==> config.mk <==
export PLATFORM = sky130hd
export DESIGN_NAME = imem_arbiter_flat
export DESIGN_NICKNAME = d
export VERILOG_FILES = /design/src/rtl/imem_arbiter_if.sv /design/src/rtl/imem_arbiter.sv /design/src/flat_wrapper.sv
export SDC_FILE = /design/constraint.sdc
export NUM_CORES = 1
export LEC_CHECK = 0
export CAP_MARGIN = 20
export CELL_PAD_IN_SITES_DETAIL_PLACEMENT = 1
export CELL_PAD_IN_SITES_GLOBAL_PLACEMENT = 1
export CORE_ASPECT_RATIO = 0.6
export CORE_MARGIN = 10
export CORE_UTILIZATION = 13
export CTS_BUF_LIST = sky130_fd_sc_hd__clkbuf_2 sky130_fd_sc_hd__clkbuf_4 sky130_fd_sc_hd__clkbuf_8
export DETAILED_ROUTE_END_ITERATION = 10
export GPL_ROUTABILITY_DRIVEN = 0
export PLACE_DENSITY_LB_ADDON = 0.1
export RECOVER_POWER = 50
export SKIP_CTS_REPAIR_TIMING = 1
export SLEW_MARGIN = 15
export SYNTH_ARGS = -nofsm -noshare
export SYNTH_HDL_FRONTEND = slang
export SYNTH_SLANG_ARGS = --single-unit
==> constraint.sdc <==
create_clock -name clk -period 2.14 [get_ports clk]
set_clock_uncertainty 0.05 [all_clocks]
set_input_delay 0.535 -clock clk [delete_from_list [all_inputs] [get_ports clk]]
set_output_delay 0.535 -clock clk [all_outputs]
set_load 0.02 [all_outputs]
==> src/rtl/imem_arbiter_if.sv <==
// imem_arbiter_if: bundles the fetch, loader and program-memory signals of
// the instruction-memory arbiter. The arbiter uses the slave modport; the
// requesters and the memory use the master modport.
interface imem_arbiter_if #(
    parameter int ADDR_WIDTH = 5,
    parameter int DATA_WIDTH = 32
);
    // fetch stage (read requester)
    logic                  fetch_req;
    logic [ADDR_WIDTH-1:0] fetch_addr;
    logic                  fetch_gnt;
    logic                  fetch_rvalid;
    logic [DATA_WIDTH-1:0] fetch_rdata;
    // program loader (write requester)
    logic                  load_req;
    logic [ADDR_WIDTH-1:0] load_addr;
    logic [DATA_WIDTH-1:0] load_wdata;
    logic                  load_last;
    logic                  load_gnt;
    // pipeline freeze
    logic                  pipe_stall;
    // single-port program memory
    logic [ADDR_WIDTH-1:0] mem_addr;
    logic                  mem_we;
    logic [DATA_WIDTH-1:0] mem_wdata;
    logic [DATA_WIDTH-1:0] mem_rdata;

    modport slave (
        input  fetch_req, fetch_addr, load_req, load_addr, load_wdata, load_last, mem_rdata,
        output fetch_gnt, fetch_rvalid, fetch_rdata, load_gnt, pipe_stall,
               mem_addr, mem_we, mem_wdata
    );

    modport master (
        output fetch_req, fetch_addr, load_req, load_addr, load_wdata, load_last, mem_rdata,
        input  fetch_gnt, fetch_rvalid, fetch_rdata, load_gnt, pipe_stall,
               mem_addr, mem_we, mem_wdata
    );
endinterface

==> src/rtl/imem_arbiter.sv <==
// imem_arbiter: shares the single-port program memory between the fetch
// stage (reads) and the program loader (writes). The loader has priority;
// a non-final burst is locked, with one forced fetch slot after every
// MAX_BURST consecutive writes. pipe_stall freezes the pipeline whenever
// fetch is requesting but not granted.
// Optional build macro IMEM_ARB_STATS_EN adds a saturating 16-bit count of
// stalled cycles on output stall_cycles.
module imem_arbiter #(
    parameter int ADDR_WIDTH = 5,
    parameter int DATA_WIDTH = 32,
    parameter int MAX_BURST  = 8
) (
    input  logic          clk,
    input  logic          reset,
    imem_arbiter_if.slave bus
`ifdef IMEM_ARB_STATS_EN
    ,
    output logic [15:0]   stall_cycles
`endif
);

    localparam int BCNT_W = $clog2(MAX_BURST + 1);

    typedef enum logic [1:0] {
        ST_IDLE  = 2'd0,
        ST_LOAD  = 2'd1,
        ST_YIELD = 2'd2
    } state_t;

    state_t                state_q, state_d;
    logic [BCNT_W-1:0]     bcnt_q, bcnt_d;
    logic [BCNT_W-1:0]     bcnt_inc_s;
    logic                  fetch_rvalid_q;
    logic                  load_gnt_raw_s;
    logic                  fetch_gnt_raw_s;
    logic                  load_gnt_s;
    logic                  fetch_gnt_s;
    logic                  pipe_stall_s;
    logic [ADDR_WIDTH-1:0] mem_addr_s;
    logic [DATA_WIDTH-1:0] mem_wdata_s;

    assign bcnt_inc_s = bcnt_q + BCNT_W'(1);

    // Next-state, burst counter and raw grant decode
    always_comb begin
        state_d         = state_q;
        bcnt_d          = bcnt_q;
        load_gnt_raw_s  = 1'b0;
        fetch_gnt_raw_s = 1'b0;
        case (state_q)
            ST_IDLE: begin
                if (bus.load_req) begin
                    load_gnt_raw_s = 1'b1;
                    if (bus.load_last) begin
                        state_d = ST_IDLE;
                        bcnt_d  = BCNT_W'(0);
                    end else if (BCNT_W'(1) == BCNT_W'(MAX_BURST)) begin
                        // a one-write limit is already reached by this first write
                        state_d = ST_YIELD;
                        bcnt_d  = BCNT_W'(1);
                    end else begin
                        state_d = ST_LOAD;
                        bcnt_d  = BCNT_W'(1);
                    end
                end else begin
                    fetch_gnt_raw_s = bus.fetch_req;
                end
            end
            ST_LOAD: begin
                if (bus.load_req) begin
                    load_gnt_raw_s = 1'b1;
                    if (bus.load_last) begin
                        // end of burst takes precedence over the burst limit
                        state_d = ST_IDLE;
                        bcnt_d  = BCNT_W'(0);
                    end else if (bcnt_inc_s == BCNT_W'(MAX_BURST)) begin
                        state_d = ST_YIELD;
                        bcnt_d  = bcnt_inc_s;
                    end else begin
                        state_d = ST_LOAD;
                        bcnt_d  = bcnt_inc_s;
                    end
                end else begin
                    // loader paused inside a burst: fetch may use the gap, count holds
                    fetch_gnt_raw_s = bus.fetch_req;
                end
            end
            ST_YIELD: begin
                fetch_gnt_raw_s = bus.fetch_req;
                state_d         = ST_LOAD;
                bcnt_d          = BCNT_W'(0);
            end
            default: begin
                state_d = ST_IDLE;
                bcnt_d  = BCNT_W'(0);
            end
        endcase
    end

    // Reset gating of grants and memory-side muxing
    always_comb begin
        load_gnt_s   = load_gnt_raw_s & ~reset;
        fetch_gnt_s  = fetch_gnt_raw_s & ~reset;
        pipe_stall_s = bus.fetch_req & ~fetch_gnt_s & ~reset;
        mem_wdata_s  = bus.load_wdata;
        if (load_gnt_s) begin
            mem_addr_s = bus.load_addr;
        end else begin
            mem_addr_s = bus.fetch_addr;
        end
    end

    // State, burst counter and read-valid registers
    always_ff @(posedge clk or posedge reset) begin
        if (reset) begin
            state_q        <= ST_IDLE;
            bcnt_q         <= BCNT_W'(0);
            fetch_rvalid_q <= 1'b0;
        end else begin
            state_q        <= state_d;
            bcnt_q         <= bcnt_d;
            fetch_rvalid_q <= fetch_gnt_s;
        end
    end

    assign bus.load_gnt     = load_gnt_s;
    assign bus.fetch_gnt    = fetch_gnt_s;
    assign bus.pipe_stall   = pipe_stall_s;
    assign bus.mem_we       = load_gnt_s;
    assign bus.mem_addr     = mem_addr_s;
    assign bus.mem_wdata    = mem_wdata_s;
    assign bus.fetch_rvalid = fetch_rvalid_q;
    assign bus.fetch_rdata  = bus.mem_rdata;

`ifdef IMEM_ARB_STATS_EN
    logic [15:0] stall_cycles_q;

    // Saturating count of cycles in which the pipeline was stalled
    always_ff @(posedge clk or posedge reset) begin
        if (reset) begin
            stall_cycles_q <= 16'h0000;
        end else if (pipe_stall_s && (stall_cycles_q != 16'hFFFF)) begin
            stall_cycles_q <= stall_cycles_q + 16'h0001;
        end else begin
            stall_cycles_q <= stall_cycles_q;
        end
    end

    assign stall_cycles = stall_cycles_q;
`endif

endmodule
==> src/flat_wrapper.sv <==
// flat-port wrapper written by rule: the top's interface ports become plain ports
module imem_arbiter_flat 
#(
    parameter int ADDR_WIDTH = 5,
    parameter int DATA_WIDTH = 32,
    parameter int MAX_BURST  = 8
)
  (clk, reset, bus_fetch_req, bus_fetch_addr, bus_load_req, bus_load_addr, bus_load_wdata, bus_load_last, bus_mem_rdata, bus_fetch_gnt, bus_fetch_rvalid, bus_fetch_rdata, bus_load_gnt, bus_pipe_stall, bus_mem_addr, bus_mem_we, bus_mem_wdata);
  imem_arbiter_if #(.ADDR_WIDTH(ADDR_WIDTH), .DATA_WIDTH(DATA_WIDTH)) bus_i ();
  input  logic clk;
  input  logic reset;
  input wire logic [$bits(bus_i.fetch_req)-1:0] bus_fetch_req;
  input wire logic [$bits(bus_i.fetch_addr)-1:0] bus_fetch_addr;
  input wire logic [$bits(bus_i.load_req)-1:0] bus_load_req;
  input wire logic [$bits(bus_i.load_addr)-1:0] bus_load_addr;
  input wire logic [$bits(bus_i.load_wdata)-1:0] bus_load_wdata;
  input wire logic [$bits(bus_i.load_last)-1:0] bus_load_last;
  input wire logic [$bits(bus_i.mem_rdata)-1:0] bus_mem_rdata;
  output wire logic [$bits(bus_i.fetch_gnt)-1:0] bus_fetch_gnt;
  output wire logic [$bits(bus_i.fetch_rvalid)-1:0] bus_fetch_rvalid;
  output wire logic [$bits(bus_i.fetch_rdata)-1:0] bus_fetch_rdata;
  output wire logic [$bits(bus_i.load_gnt)-1:0] bus_load_gnt;
  output wire logic [$bits(bus_i.pipe_stall)-1:0] bus_pipe_stall;
  output wire logic [$bits(bus_i.mem_addr)-1:0] bus_mem_addr;
  output wire logic [$bits(bus_i.mem_we)-1:0] bus_mem_we;
  output wire logic [$bits(bus_i.mem_wdata)-1:0] bus_mem_wdata;
  assign bus_i.fetch_req = bus_fetch_req;
  assign bus_i.fetch_addr = bus_fetch_addr;
  assign bus_i.load_req = bus_load_req;
  assign bus_i.load_addr = bus_load_addr;
  assign bus_i.load_wdata = bus_load_wdata;
  assign bus_i.load_last = bus_load_last;
  assign bus_i.mem_rdata = bus_mem_rdata;
  assign bus_fetch_gnt = bus_i.fetch_gnt;
  assign bus_fetch_rvalid = bus_i.fetch_rvalid;
  assign bus_fetch_rdata = bus_i.fetch_rdata;
  assign bus_load_gnt = bus_i.load_gnt;
  assign bus_pipe_stall = bus_i.pipe_stall;
  assign bus_mem_addr = bus_i.mem_addr;
  assign bus_mem_we = bus_i.mem_we;
  assign bus_mem_wdata = bus_i.mem_wdata;
  imem_arbiter #(.ADDR_WIDTH(ADDR_WIDTH), .DATA_WIDTH(DATA_WIDTH), .MAX_BURST(MAX_BURST)) u_core (.clk(clk), .reset(reset), .bus(bus_i));
endmodule
==> flow_metrics.tcl <==
set metrics [dict create \
    clkTransAtPathRegs_ns 0.05 \
    wire_per_inst_um 14.4 \
    fin_util 0.134 \
    start_kind "input port" \
    crit_buf_inv 3 \
    crit_family "buffers and inverters" \
    setup-tns-final_ns 0 \
    grtUsageTotal 0.0443 \
    grt_max_degree 11 \
    diodes 0 \
    slew_violations 0 \
    finalNetCount 167 \
    ys_types 23 \
    max_freq_mhz 474 \
    crit_required_ns 1.55 \
    cts_htree_levels 1 \
    slowest_stage "mux2_2" \
    synthXorXnorAreaFrac 0.00922 \
    synth_top_family_by_area "buffers and inverters" \
    endpoint_kind "primary output" \
    via_count 580 \
    setup_viol 0 \
    arrival_ns 1.53 \
    syn_nets 193 \
    worstMarginPinSlew_ns 0.474 \
    final_antenna_net_count 0 \
    yosys_warnings 0 \
    first_pass_iters 3 \
    path_common_cell "buf_4" \
    die_area_um2 11200 \
    ios 153 \
    timing.hold.ws_ns 0.522 \
    routed_wl_um 2560 \
    syn_inst 113 \
    die_w_um 130 \
    rsz0062_at_grt "true" \
    period_minus_slack_ns 2.11 \
    worst_slack_ns 0.0299 \
    synthSimpleGateAreaFrac 0.138 \
    critPathMaxStageDelay_ns 0.32 \
    drive_gt1_frac 0.314 \
    ir_drop_mv 0.110 \
    cts.sinks 7 \
    drc 0 \
    synthAdderAreaFrac 0.0132 \
    dpl.hpwl_um 2100 \
    design.core.area_um2 7180 \
    dp_slack_ns -0.697 \
    post-route-period-util 0.986 \
    synth_area_per_cell_um2 8.40 \
    status "finished, final reports clean" \
    hold_class "in -> async" \
    via_per_inst 3.28 \
    gr-total-overflow 0 \
    cts_tree "done" \
    start_util 0.132 \
    antenna_found_initial 0 \
    path_class "in -> out" \
    fp-row-count 24 \
    relSlewSlack 0.684 \
    cts_buffer_depth 2 \
    critPathMaxFanout 4 \
    leakagePower_nw 0.447 \
    synth.ff_latch_count 7 \
    grt_pass1_wl_um 3740 \
    max_cap_violations 0 \
    drtIter0Drc 15 \
    worstPathCellList "dlymetal6s2s_1 -> nand2b_4 -> nor2_4 -> buf_4 -> mux2_2 -> buf_4" \
    power_density_nw_per_um2 505 \
    die_h_um 86.2 \
    yosysSeqAreaShare 0.184 \
    area_growth_pct 1.45 \
    clock_latency_ns 0.23 \
    power.total_mw 0.487 \
    synth_compound_area_frac 0.0501 \
    grt_pass1_vias 602 \
    cts_made_buffers 3 \
    netlist_area_um2 950 \
    hold_viol 0 \
    io_buffers 24 \
    clockRootBuffer "clkbuf_8" \
    synthMuxAreaShare 0.0817 \
]
[flip-flops by register name, indices dropped and copies added, names as in the netlist]
register                 count
u_core.bcnt_q                4
u_core.bus.fetch_rvalid      1
u_core.state_q               2
[layer usage]
metal,part of all wire,wire length [µm],track usage
met2,0.44,1140,0.0662
met5,0,0,0
met3,0.059,152,0.0104
met1,0.47,1190,0.0549
met4,0.029,73,0.0322
[tightest hold or removal path, cell delays in order]
cell and delay (ns):
clkbuf_1 0.12, clkbuf_4 0.14, inv_1 0.06, clkbuf_1 0.38
[layout by cell type (no fill, tap or decap), types with 2 or more instances in the layout]
| cell type | count |
|---|---|
| clkdlybuf4s50_1 | 12 |
| buf_4 | 8 |
| nand2_1 | 7 |
| dfrtp_1 | 7 |
| dlymetal6s2s_1 | 5 |
| buf_6 | 5 |
| nand2b_1 | 3 |
| nand3_1 | 3 |
| a21oi_1 | 3 |
| mux2_2 | 3 |
| clkbuf_8 | 3 |
| and2b_1 | 2 |
| mux2_4 | 2 |
| nor2_1 | 2 |
| o31a_1 | 2 |
| clkbuf_4 | 2 |
| clkbuf_1 | 2 |
[final timing paths]
| path | start | endpoint | slack [ns] | cells past startpoint |
|---|---|---|---|---|
| setup / recovery | bus_load_req | bus_mem_addr[1] | 0.03 | 6 |
| hold / removal | reset | u_core.bus.fetch_rvalid | 0.52 | 4 |
| setup reg to reg | u_core.state_q[0] | u_core.bcnt_q[3] | 0.70 | 4 |
| hold reg to reg | u_core.state_q[1] | u_core.bcnt_q[0] | 0.54 | 2 |
| max in group asynchronous | reset | u_core.bcnt_q[3] | 1.20 | 4 |
| min in group clk | u_core.state_q[1] | u_core.bcnt_q[0] | 0.54 | 2 |
[cell usage after synthesis]
library cell  instances  area, µm²
buf_4                65        488
dfrtp_1               7        175
nand2_1               7       26.3
mux2_2                5       56.3
nand2b_1              4       25.0
a21oi_1               3       15.0
nand3_1               3       15.0
and2b_1               2       15.0
nor2_1                2       7.51
o31a_1                2       17.5
a31oi_1               1       6.26
buf_2                 1       5.00
ha_1                  1       12.5
inv_1                 1       3.75
mux2_1                1       11.3
mux2i_1               1       10.0
nand2b_2              1       8.76
nor2_4                1       11.3
nor2b_1               1       6.26
nor4_1                1       6.26
o32ai_1               1       8.76
or4b_1                1       10.0
xor2_1                1       8.76
[power by group]
group	switching, mW	internal, mW	leakage, nW
Combinational	0.0578	0.0732	0.327
Clock	0.0655	0.142	0.0262
Sequential	0.00823	0.140	0.0932
[cells by family after synthesis]
family          Yosys count
xor+xnor                  1
fa+ha+maj                 1
compound gates            7
buf+inv                  67
flops                     7
simple gates             23
mux                       7
[final cells by class]
cell class                 instances  area [µm²]
clock buffer                       4        48.8
fill                             833        6210
inverter                           1        3.75
multi-input combinational         39         293
sequential                         7         175
tap                               91         114
timing repair buffer              35         329
[stage by stage]
stage                     instances  cell area [µm²]
after floorplan                 113              950
after global placement          169              863
after detailed placement        169              863
after CTS                       173              912
after global routing            177              963
final                           177              963
No activity file was read; power rests on OpenSTA's default activity.
